**src/rtl/instr_cache_pkg.sv**
```systemverilog
// Shared definitions for the direct-mapped instruction cache: nop encoding,
// refill FSM states and the PC field split derived from the geometry.
package instr_cache_pkg;

  localparam logic [31:0] INSTR_NOP = 32'h0000_0000;

  typedef enum logic {
    ST_IDLE = 1'b0,
    ST_FILL = 1'b1
  } fill_state_e;

  typedef struct packed {
    logic [5:0] off_bits;
    logic [5:0] idx_bits;
    logic [5:0] tag_bits;
  } addr_split_t;

  function automatic addr_split_t addr_split(input int num_lines, input int line_words);
    addr_split_t s;
    s.off_bits = 6'($clog2(line_words) + 2);
    s.idx_bits = 6'($clog2(num_lines));
    s.tag_bits = 6'(32 - $clog2(line_words) - 2 - $clog2(num_lines));
    return s;
  endfunction

endpackage

```
**src/rtl/icache_fill_fsm.sv**
```systemverilog
// Line refill sequencer: walks one cache line word by word over the memory
// req/valid handshake and remembers whether an invalidate hit the line in flight.
module icache_fill_fsm
  import instr_cache_pkg::*;
#(
  parameter int LINE_WORDS = 4,
  parameter int CW         = $clog2(LINE_WORDS)
) (
  input  logic          clk_i,
  input  logic          rst_ni,
  input  logic          start_i,
  input  logic [31:0]   miss_base_i,
  input  logic          inv_i,
  input  logic          mem_valid_i,
  output fill_state_e   state_o,
  output logic          mem_req_o,
  output logic [31:0]   mem_addr_o,
  output logic [31:0]   base_o,
  output logic [CW-1:0] cnt_o,
  output logic          wr_en_o,
  output logic          last_o,
  output logic          abort_o
);

  fill_state_e   state_q;
  logic          req_q;
  logic [31:0]   addr_q;
  logic [31:0]   base_q;
  logic [CW-1:0] cnt_q;
  logic          abort_q;

  // Refill state, word counter, request address and abort flag
  always_ff @(posedge clk_i or negedge rst_ni) begin
    if (!rst_ni) begin
      state_q <= ST_IDLE;
      req_q   <= 1'b0;
      addr_q  <= 32'h0000_0000;
      base_q  <= 32'h0000_0000;
      cnt_q   <= '0;
      abort_q <= 1'b0;
    end else begin
      case (state_q)
        ST_IDLE: begin
          if (start_i) begin
            state_q <= ST_FILL;
            req_q   <= 1'b1;
            addr_q  <= miss_base_i;
            base_q  <= miss_base_i;
            cnt_q   <= '0;
            abort_q <= 1'b0;
          end
        end
        ST_FILL: begin
          if (inv_i) begin
            abort_q <= 1'b1;
          end
          // The final beat also clears abort, overriding a same-cycle invalidate.
          if (mem_valid_i) begin
            if (cnt_q == CW'(LINE_WORDS - 1)) begin
              state_q <= ST_IDLE;
              req_q   <= 1'b0;
              cnt_q   <= '0;
              abort_q <= 1'b0;
            end else begin
              cnt_q  <= cnt_q + CW'(1);
              addr_q <= addr_q + 32'd4;
            end
          end
        end
        default: begin
          state_q <= ST_IDLE;
          req_q   <= 1'b0;
        end
      endcase
    end
  end

  assign state_o    = state_q;
  assign mem_req_o  = req_q;
  assign mem_addr_o = addr_q;
  assign base_o     = base_q;
  assign cnt_o      = cnt_q;
  assign abort_o    = abort_q;
  assign wr_en_o    = (state_q == ST_FILL) && mem_valid_i;
  assign last_o     = wr_en_o && (cnt_q == CW'(LINE_WORDS - 1));

endmodule

```
**src/rtl/instr_cache.sv**
```systemverilog
// Direct-mapped read-only instruction cache between fetch and instruction
// memory: zero-latency hit path, stall plus whole-line refill on a miss.
module instr_cache
  import instr_cache_pkg::*;
#(
  parameter int NUM_LINES  = 16,
  parameter int LINE_WORDS = 4
) (
  input  logic        CLK,
  input  logic        Reset,
  input  logic [31:0] PcF,
  output logic [31:0] InstrF,
  output logic        StallF,
  input  logic        Inv,
  output logic        MemReq,
  output logic [31:0] MemAddr,
  input  logic [31:0] MemRdata,
  input  logic        MemValid
);

  localparam addr_split_t SPLIT = addr_split(NUM_LINES, LINE_WORDS);
  localparam int OB = int'(SPLIT.off_bits);
  localparam int IB = int'(SPLIT.idx_bits);
  localparam int TB = int'(SPLIT.tag_bits);
  localparam int CW = OB - 2;

  logic [31:0]          data_q [NUM_LINES][LINE_WORDS];
  logic [TB-1:0]        tag_q  [NUM_LINES];
  logic [NUM_LINES-1:0] valid_q;
  logic [NUM_LINES-1:0] valid_d;

  fill_state_e   state_s;
  logic [31:0]   base_s;
  logic [CW-1:0] cnt_s;
  logic          wr_en_s;
  logic          last_s;
  logic          abort_s;

  logic [CW-1:0] off_s;
  logic [IB-1:0] idx_s;
  logic [TB-1:0] tag_s;
  logic [IB-1:0] fill_idx_s;
  logic [TB-1:0] fill_tag_s;
  logic [31:0]   miss_base_s;
  logic          hit_s;
  logic          start_s;
  logic          unused_s;

  assign off_s       = PcF[OB-1:2];
  assign idx_s       = PcF[OB+IB-1:OB];
  assign tag_s       = PcF[31:OB+IB];
  assign fill_idx_s  = base_s[OB+IB-1:OB];
  assign fill_tag_s  = base_s[31:OB+IB];
  assign miss_base_s = {PcF[31:OB], {OB{1'b0}}};
  assign unused_s    = ^{PcF[1:0], base_s[OB-1:0]};

  assign hit_s   = (state_s == ST_IDLE) && valid_q[idx_s] && (tag_q[idx_s] == tag_s);
  // An invalidate in IDLE suppresses the refill that a miss would otherwise start.
  assign start_s = (state_s == ST_IDLE) && !hit_s && !Inv;

  icache_fill_fsm #(
    .LINE_WORDS (LINE_WORDS),
    .CW         (CW)
  ) u_fill_fsm (
    .clk_i       (CLK),
    .rst_ni      (Reset),
    .start_i     (start_s),
    .miss_base_i (miss_base_s),
    .inv_i       (Inv),
    .mem_valid_i (MemValid),
    .state_o     (state_s),
    .mem_req_o   (MemReq),
    .mem_addr_o  (MemAddr),
    .base_o      (base_s),
    .cnt_o       (cnt_s),
    .wr_en_o     (wr_en_s),
    .last_o      (last_s),
    .abort_o     (abort_s)
  );

  // Fetch-side lookup result
  always_comb begin
    if (hit_s) begin
      InstrF = data_q[idx_s][off_s];
    end else begin
      InstrF = INSTR_NOP;
    end
    StallF = !hit_s;
  end

  // Next valid bits: invalidate wins, otherwise a clean final beat validates the line
  always_comb begin
    valid_d = valid_q;
    if (Inv) begin
      valid_d = '0;
    end else if (last_s && !abort_s) begin
      valid_d[fill_idx_s] = 1'b1;
    end else begin
      valid_d = valid_q;
    end
  end

  // Valid bits are the only reset storage
  always_ff @(posedge CLK or negedge Reset) begin
    if (!Reset) begin
      valid_q <= '0;
    end else begin
      valid_q <= valid_d;
    end
  end

  // Data and tag arrays written by the refill
  always_ff @(posedge CLK) begin
    if (wr_en_s) begin
      data_q[fill_idx_s][cnt_s] <= MemRdata;
    end
    if (last_s) begin
      tag_q[fill_idx_s] <= fill_tag_s;
    end
  end

endmodule

```
**config.mk**
```make
export PLATFORM = sky130hd
export DESIGN_NAME = instr_cache
export DESIGN_NICKNAME = d
export VERILOG_FILES = /design/src/rtl/instr_cache_pkg.sv /design/src/rtl/icache_fill_fsm.sv /design/src/rtl/instr_cache.sv
export SDC_FILE = /design/constraint.sdc
export NUM_CORES = 2
export LEC_CHECK = 0
export BUFFER_PORTS_ARGS = -buffer_cell sky130_fd_sc_hd__buf_2
export CAP_MARGIN = 10
export CORE_ASPECT_RATIO = 1.1
export CORE_MARGIN = 2
export CORE_UTILIZATION = 55
export DETAILED_ROUTE_END_ITERATION = 8
export PLACE_DENSITY_LB_ADDON = 0.3
export SLEW_MARGIN = 30
export SYNTH_ARGS = -nofsm -noshare
export SYNTH_HDL_FRONTEND = slang
export SYNTH_HIERARCHICAL = 1
export SYNTH_SLANG_ARGS = --single-unit
```
**constraint.sdc**
```tcl
create_clock -name CLK -period 4.85 [get_ports CLK]
set_clock_uncertainty 0.05 [all_clocks]
set_input_delay 0.2425 -clock CLK [delete_from_list [all_inputs] [get_ports CLK]]
set_output_delay 0.2425 -clock CLK [all_outputs]
set_load 0.02 [all_outputs]
```
# Word-level counts from Yosys, hierarchy flattened
# Memories as Yosys holds them, arrays and structs flattened.
# Cells that the tools add are included.
# word_totals
regBits	81
ramBits	2432
in_bits	68
elab_cells	81
n_memories	2
# mem_list
memory	depth	word_bits	rd	rd_clocked_by_memory_dff	wr	line	text
data_q	16	128	1	0	1	instr_cache.sv:27	logic [31:0] data_q [NUM_LINES][LINE_WORDS];
tag_q	16	24	1	0	1	instr_cache.sv:28	logic [TB-1:0] tag_q [NUM_LINES];
# classes
n_addsub	2
n_lt_le_gt_ge	6
eq_ne	6
mux	37
n_bitwise	4
n_reduce_logical	17
# op_table
op	n
$mux 32	7
$mux 128	1
$bmux 32 s2	1
$demux 32 s2	1
$pmux 32 s2	1
$add 32x3->32 const B	1
$mux 16	2
$eq 24x24->1	1
$or 16x16->16	1
$mux 1	15
$lt 4x5->1 const B	2
$logic_and 1x1->1	9
$ne 2x2->1 const B	4
$ge 3x3->1 const B	2
$mux 2	3
$not 2->3	2
$pmux 1 s2	3
$reduce_and 3->1	2
$bmux 1 s4	1
$demux 1 s4	1
$ge 4x1->1 const B	1
$pmux 2 s2	1
$reduce_and 2->1	2
$logic_not 1->1	3
other kinds (5)	5

# Logic depth before layout (Yosys ltp)
# logic_depth
ltp_word	9
depth_mapped	19
depth_no_buf	11

# By module
# The synthesis kept the hierarchy.
# by_module_without_submodules
module	n_inst	cells_each	area_each_um2	seq_area_each_um2
instr_cache	1	3778	93976.4	73430.4
icache_fill_fsm	1	407	3565.9	1726.7

# Worst setup path after synthesis
# Ideal clock, no wire load.
# synth_path
path_kind	input to register
from	input PcF[4]
to	register u_fill_fsm.addr_q[11], in the netlist u_fill_fsm/mem_addr_o[11]
setup_ps	121
arrival_time_ps	3632
slack_ps	1046
cell_stages	18
path_buffers	9
cell_sequence	buf_4 -> buf_6 -> buf_6 -> buf_6 -> buf_4 -> buf_2 -> mux4_2 -> xnor2_1 -> nand4_1 -> nor4b_2 -> clkbuf_1 -> a311oi_1 -> nor2b_1 -> buf_2 -> nor2_2 -> buf_2 -> a21oi_1 -> o22a_1
# synth_between
elab_chain_cells	9
elab_cells_between_ends	11
classes_between	2 x eq/ne; 2 x mux; 6 x reduce/logical; 1 x memory
# synth_rtl
element	line	text
start, declared	instr_cache.sv:11	input logic [31:0] PcF,
parallel branches: the longest is 3 deep, another holds $mem_v2 16x24	-	
$logic_and 1x1->1 *	instr_cache.sv:57	assign hit_s = (state_s == ST_IDLE) && valid_q[idx_s] && (tag_q[idx_s] == tag_s);
$logic_not 1->1 *	instr_cache.sv:59	assign start_s = (state_s == ST_IDLE) && !hit_s && !Inv;
$logic_and 1x1->1 * (2 in series)	instr_cache.sv:59	
named net start_s	instr_cache.sv:46	logic start_s;
$ne 2x2->1 (no line) *	-	
$reduce_and 3->1 (no line) *	-	
end signal, assigned	icache_fill_fsm.sv:47	addr_q <= miss_base_i;
end signal, assigned	icache_fill_fsm.sv:66	addr_q <= addr_q + 32'd4;
end, declared	icache_fill_fsm.sv:27	logic [31:0] addr_q;
# Mark *: on every way through the listed nets, which the timed path passes. The select of a mux whose other input is x is not followed.
# A chain may end at the register's enable or synchronous reset.

# Final worst setup path
# layout_path
from	memory tag_q[9][17] (netlist name)
to	output InstrF[25]
# layout_between
elab_chain_cells	4
# layout_rtl
element	line	text
start, declared	instr_cache.sv:28	
$mem_v2 16x24	-	
$eq 24x24->1	instr_cache.sv:57	
$logic_and 1x1->1	instr_cache.sv:57	
$mux 32	instr_cache.sv:83	if (hit_s) begin
end, declared	instr_cache.sv:12	output logic [31:0] InstrF,
# Every way passes these cells.

==> run_results.csv <==
group,metric,value,unit
outcome,status,"finished, final reports clean",
timing,period_share,96.0,%
drt,drc,0,
global_route,met2_usage,43.1,%
clocking,clk_pin_slew,0.06,ns
cells_and_area,fin_nets,4620,
place,pre_cts_slack,0.311,ns
timing,setup_viol,0,
clocking,cts_tree,"yes",
floorplan,initial_core_util,55.2,%
min_path,hold_path_class,"in2reg",
cells_and_area,drive_gt1_share,32.1,%
drt,drtAntennaViolNets,0,
clocking,numCtsBuffers,229,
global_route,top_usage_layer,"met2",
floorplan,fp-row-count,162,
cells_and_area,synthToLayoutAreaGrowth,13.8,%
cells_and_area,regArea,0.0751,mm²
worst_setup_path,critical_path_class,"reg2out",
timing,fin_ws,0.193,ns
floorplan,ios,134,
clocking,clock_sinks,2513,
clocking,cts_root_buf,"clkbuf_16",
timing,hold_viol,0,
drt,vias,47500,
clocking,clkLatencyLatePin,0.90,ns
global_route,grt_overflow_total,0,
worst_setup_path,start_kind,"flop",
global_route,use_met3,5.32,%
clocking,cts_setup_buffers,0,
place,port_buffers,131,
worst_setup_path,ff2ff_path_depth,11,
floorplan,die-area,0.180,mm²
timing,fin_tns_setup,0,ns
logic_synthesis,netlist_instances,4171,
timing,rsz0062_at_grt,"no",
min_path,holdPathStages,4,
global_route,globalRouteMet1Util,38.9,%
worst_setup_path,critPathCaptureType,"output pin",
worst_setup_path,cp.arrival,4.36,ns
cells_and_area,final_util,62.8,%
cells_and_area,multiInputGateArea,0.0218,mm²
cells_and_area,n_fill_cell,11400,
power_and_ir_drop,leakage,35.0,nW
global_route,grt_util_all_layers,27.2,%
logic_synthesis,synth_area,0.0974,mm²
timing,slew_viol_final,0,
timing,layout_min_cycle_time,4.66,ns
logic_synthesis,avgSynthCellArea,23.4,µm²
run,maxCapViolCount,0,
floorplan,die_x,405,µm
drt,wire_per_inst,34.0,µm
place,dpl.hpwl,134000,µm
worst_setup_path,crit_fanout,30,
global_route,grt_max_degree,133,
drt,vias_per_cell,6.66,
worst_setup_path,required,4.56,ns
global_route,grt_pass1_vias,47400,
logic_synthesis,yosysWarnings,6,
timing,whs,0.111,ns
clocking,ctsLongestPathBuffers,3,
place,gp_congestion,0.862,
timing,slew_headroom,34.0,%
global_route,antenna_found_initial,21,
power_and_ir_drop,powerDensity,437,mW/mm²
floorplan,die_height,445,µm
timing,worstMarginPinSlew,0.987,ns
floorplan,coreArea,0.177,mm²
timing,clock.fmax,0.215,GHz
global_route,grt_pass1_wl,345000,µm
drt,drt-initial-drc-count,6733,
clocking,htreeDepth,4,
power_and_ir_drop,vdd_drop_max,365,µV
drt,firstDrtPassIters,6,
drt,routed_wl,242000,µm
stage by stage:
step / std cells / power [mW] / cell area [µm²]
6_report: 7125 / 48.4 / 111000
2_1_floorplan: 4174 / 28.7 / 97400
4_1_cts: 7091 / 48.5 / 110000
5_1_grt: 7121 / 49.7 / 111000
3_3_place_gp: 6615 / 30.6 / 102000
3_5_place_dp: 6628 / 30.8 / 102000
cell usage in the layout (no fill, tap or decap), drive strengths merged, types with 18 or more instances in the layout:
master / count
mux2i: 48
a21oi: 31
dfrtp: 81
clkbuf: 278
o21ai: 24
nand2: 127
dlygate4sd3: 64
edfxtp: 2432
nor2: 123
and4: 34
nand3: 32
mux4: 764
bufinv: 21
buf: 316
nand4: 20
xnor2: 18
clkinv: 117
where the power goes:
group          switching [mW]  total [mW]  internal (mW)  leakage (nW)
Combinational            2.91        4.48           1.57          8.42
Clock                    8.03        18.0           9.96          3.67
Sequential              0.849        25.9           25.1          22.9
Total                    11.8        48.4           36.6          35.0
path summary, 6_finish.rpt:
| path | end | start | slack [ns] |
|---|---|---|---|
| worst min register to register | u_fill_fsm/mem_addr_o[1] | u_fill_fsm/mem_addr_o[1] | 0.43 |
| worst min-delay path | u_fill_fsm/base_o[28] | PcF[28] | 0.11 |
| min in group asynchronous | u_fill_fsm/base_o[10] | Reset | 0.35 |
| worst max-delay path | InstrF[25] | tag_q[9][17] | 0.19 |
| max in group asynchronous | u_fill_fsm/mem_addr_o[10] | Reset | 3.75 |
| worst max register to register | u_fill_fsm/mem_addr_o[8] | tag_q[9][17] | 0.58 |
state kept, by name (all words and copies together), names as in the netlist:
register               count
data_q                  2048
u_fill_fsm/base_o         28
tag_q                    384
u_fill_fsm/mem_addr_o     32
u_fill_fsm/cnt_o           2
u_fill_fsm/mem_req_o       1
u_fill_fsm/state_o         1
valid_q                   16
u_fill_fsm/abort_o         1
critical path: stages, from the launching register on:
cell	delay, ns
edfxtp_1	0.40
mux4_1	0.51
mux4_2	0.50
xnor2_1	0.32
nand4_1	0.35
nor4b_4	0.42
buf_6	0.36
and4_1	0.36
buf_2	0.21
repair_timing:
action	4_1_cts	5_1_grt
gates resized for setup	0	1
endpoints found under the hold margin	543	1600
setup endpoints to repair	0	1
hold buffers	40	25
layout make-up:
class                      instances  share of cell area (%)
antenna                            5                  0.0113
tap                             2378                    2.68
timing repair buffer             381                    3.06
inverter                          14                  0.0474
sequential                      2513                    67.7
clock buffer                     277                    5.40
clock inverter                   146                    1.39
multi-input combinational       1411                    19.7
metal layers:
metal | part of all wire, % | wire length, µm
met2 | 49 | 119000
met5 | 0.024 | 59
met1 | 38 | 90800
met3 | 10 | 25100
met4 | 3.0 | 7370
(Power assumes the default switching activity.)
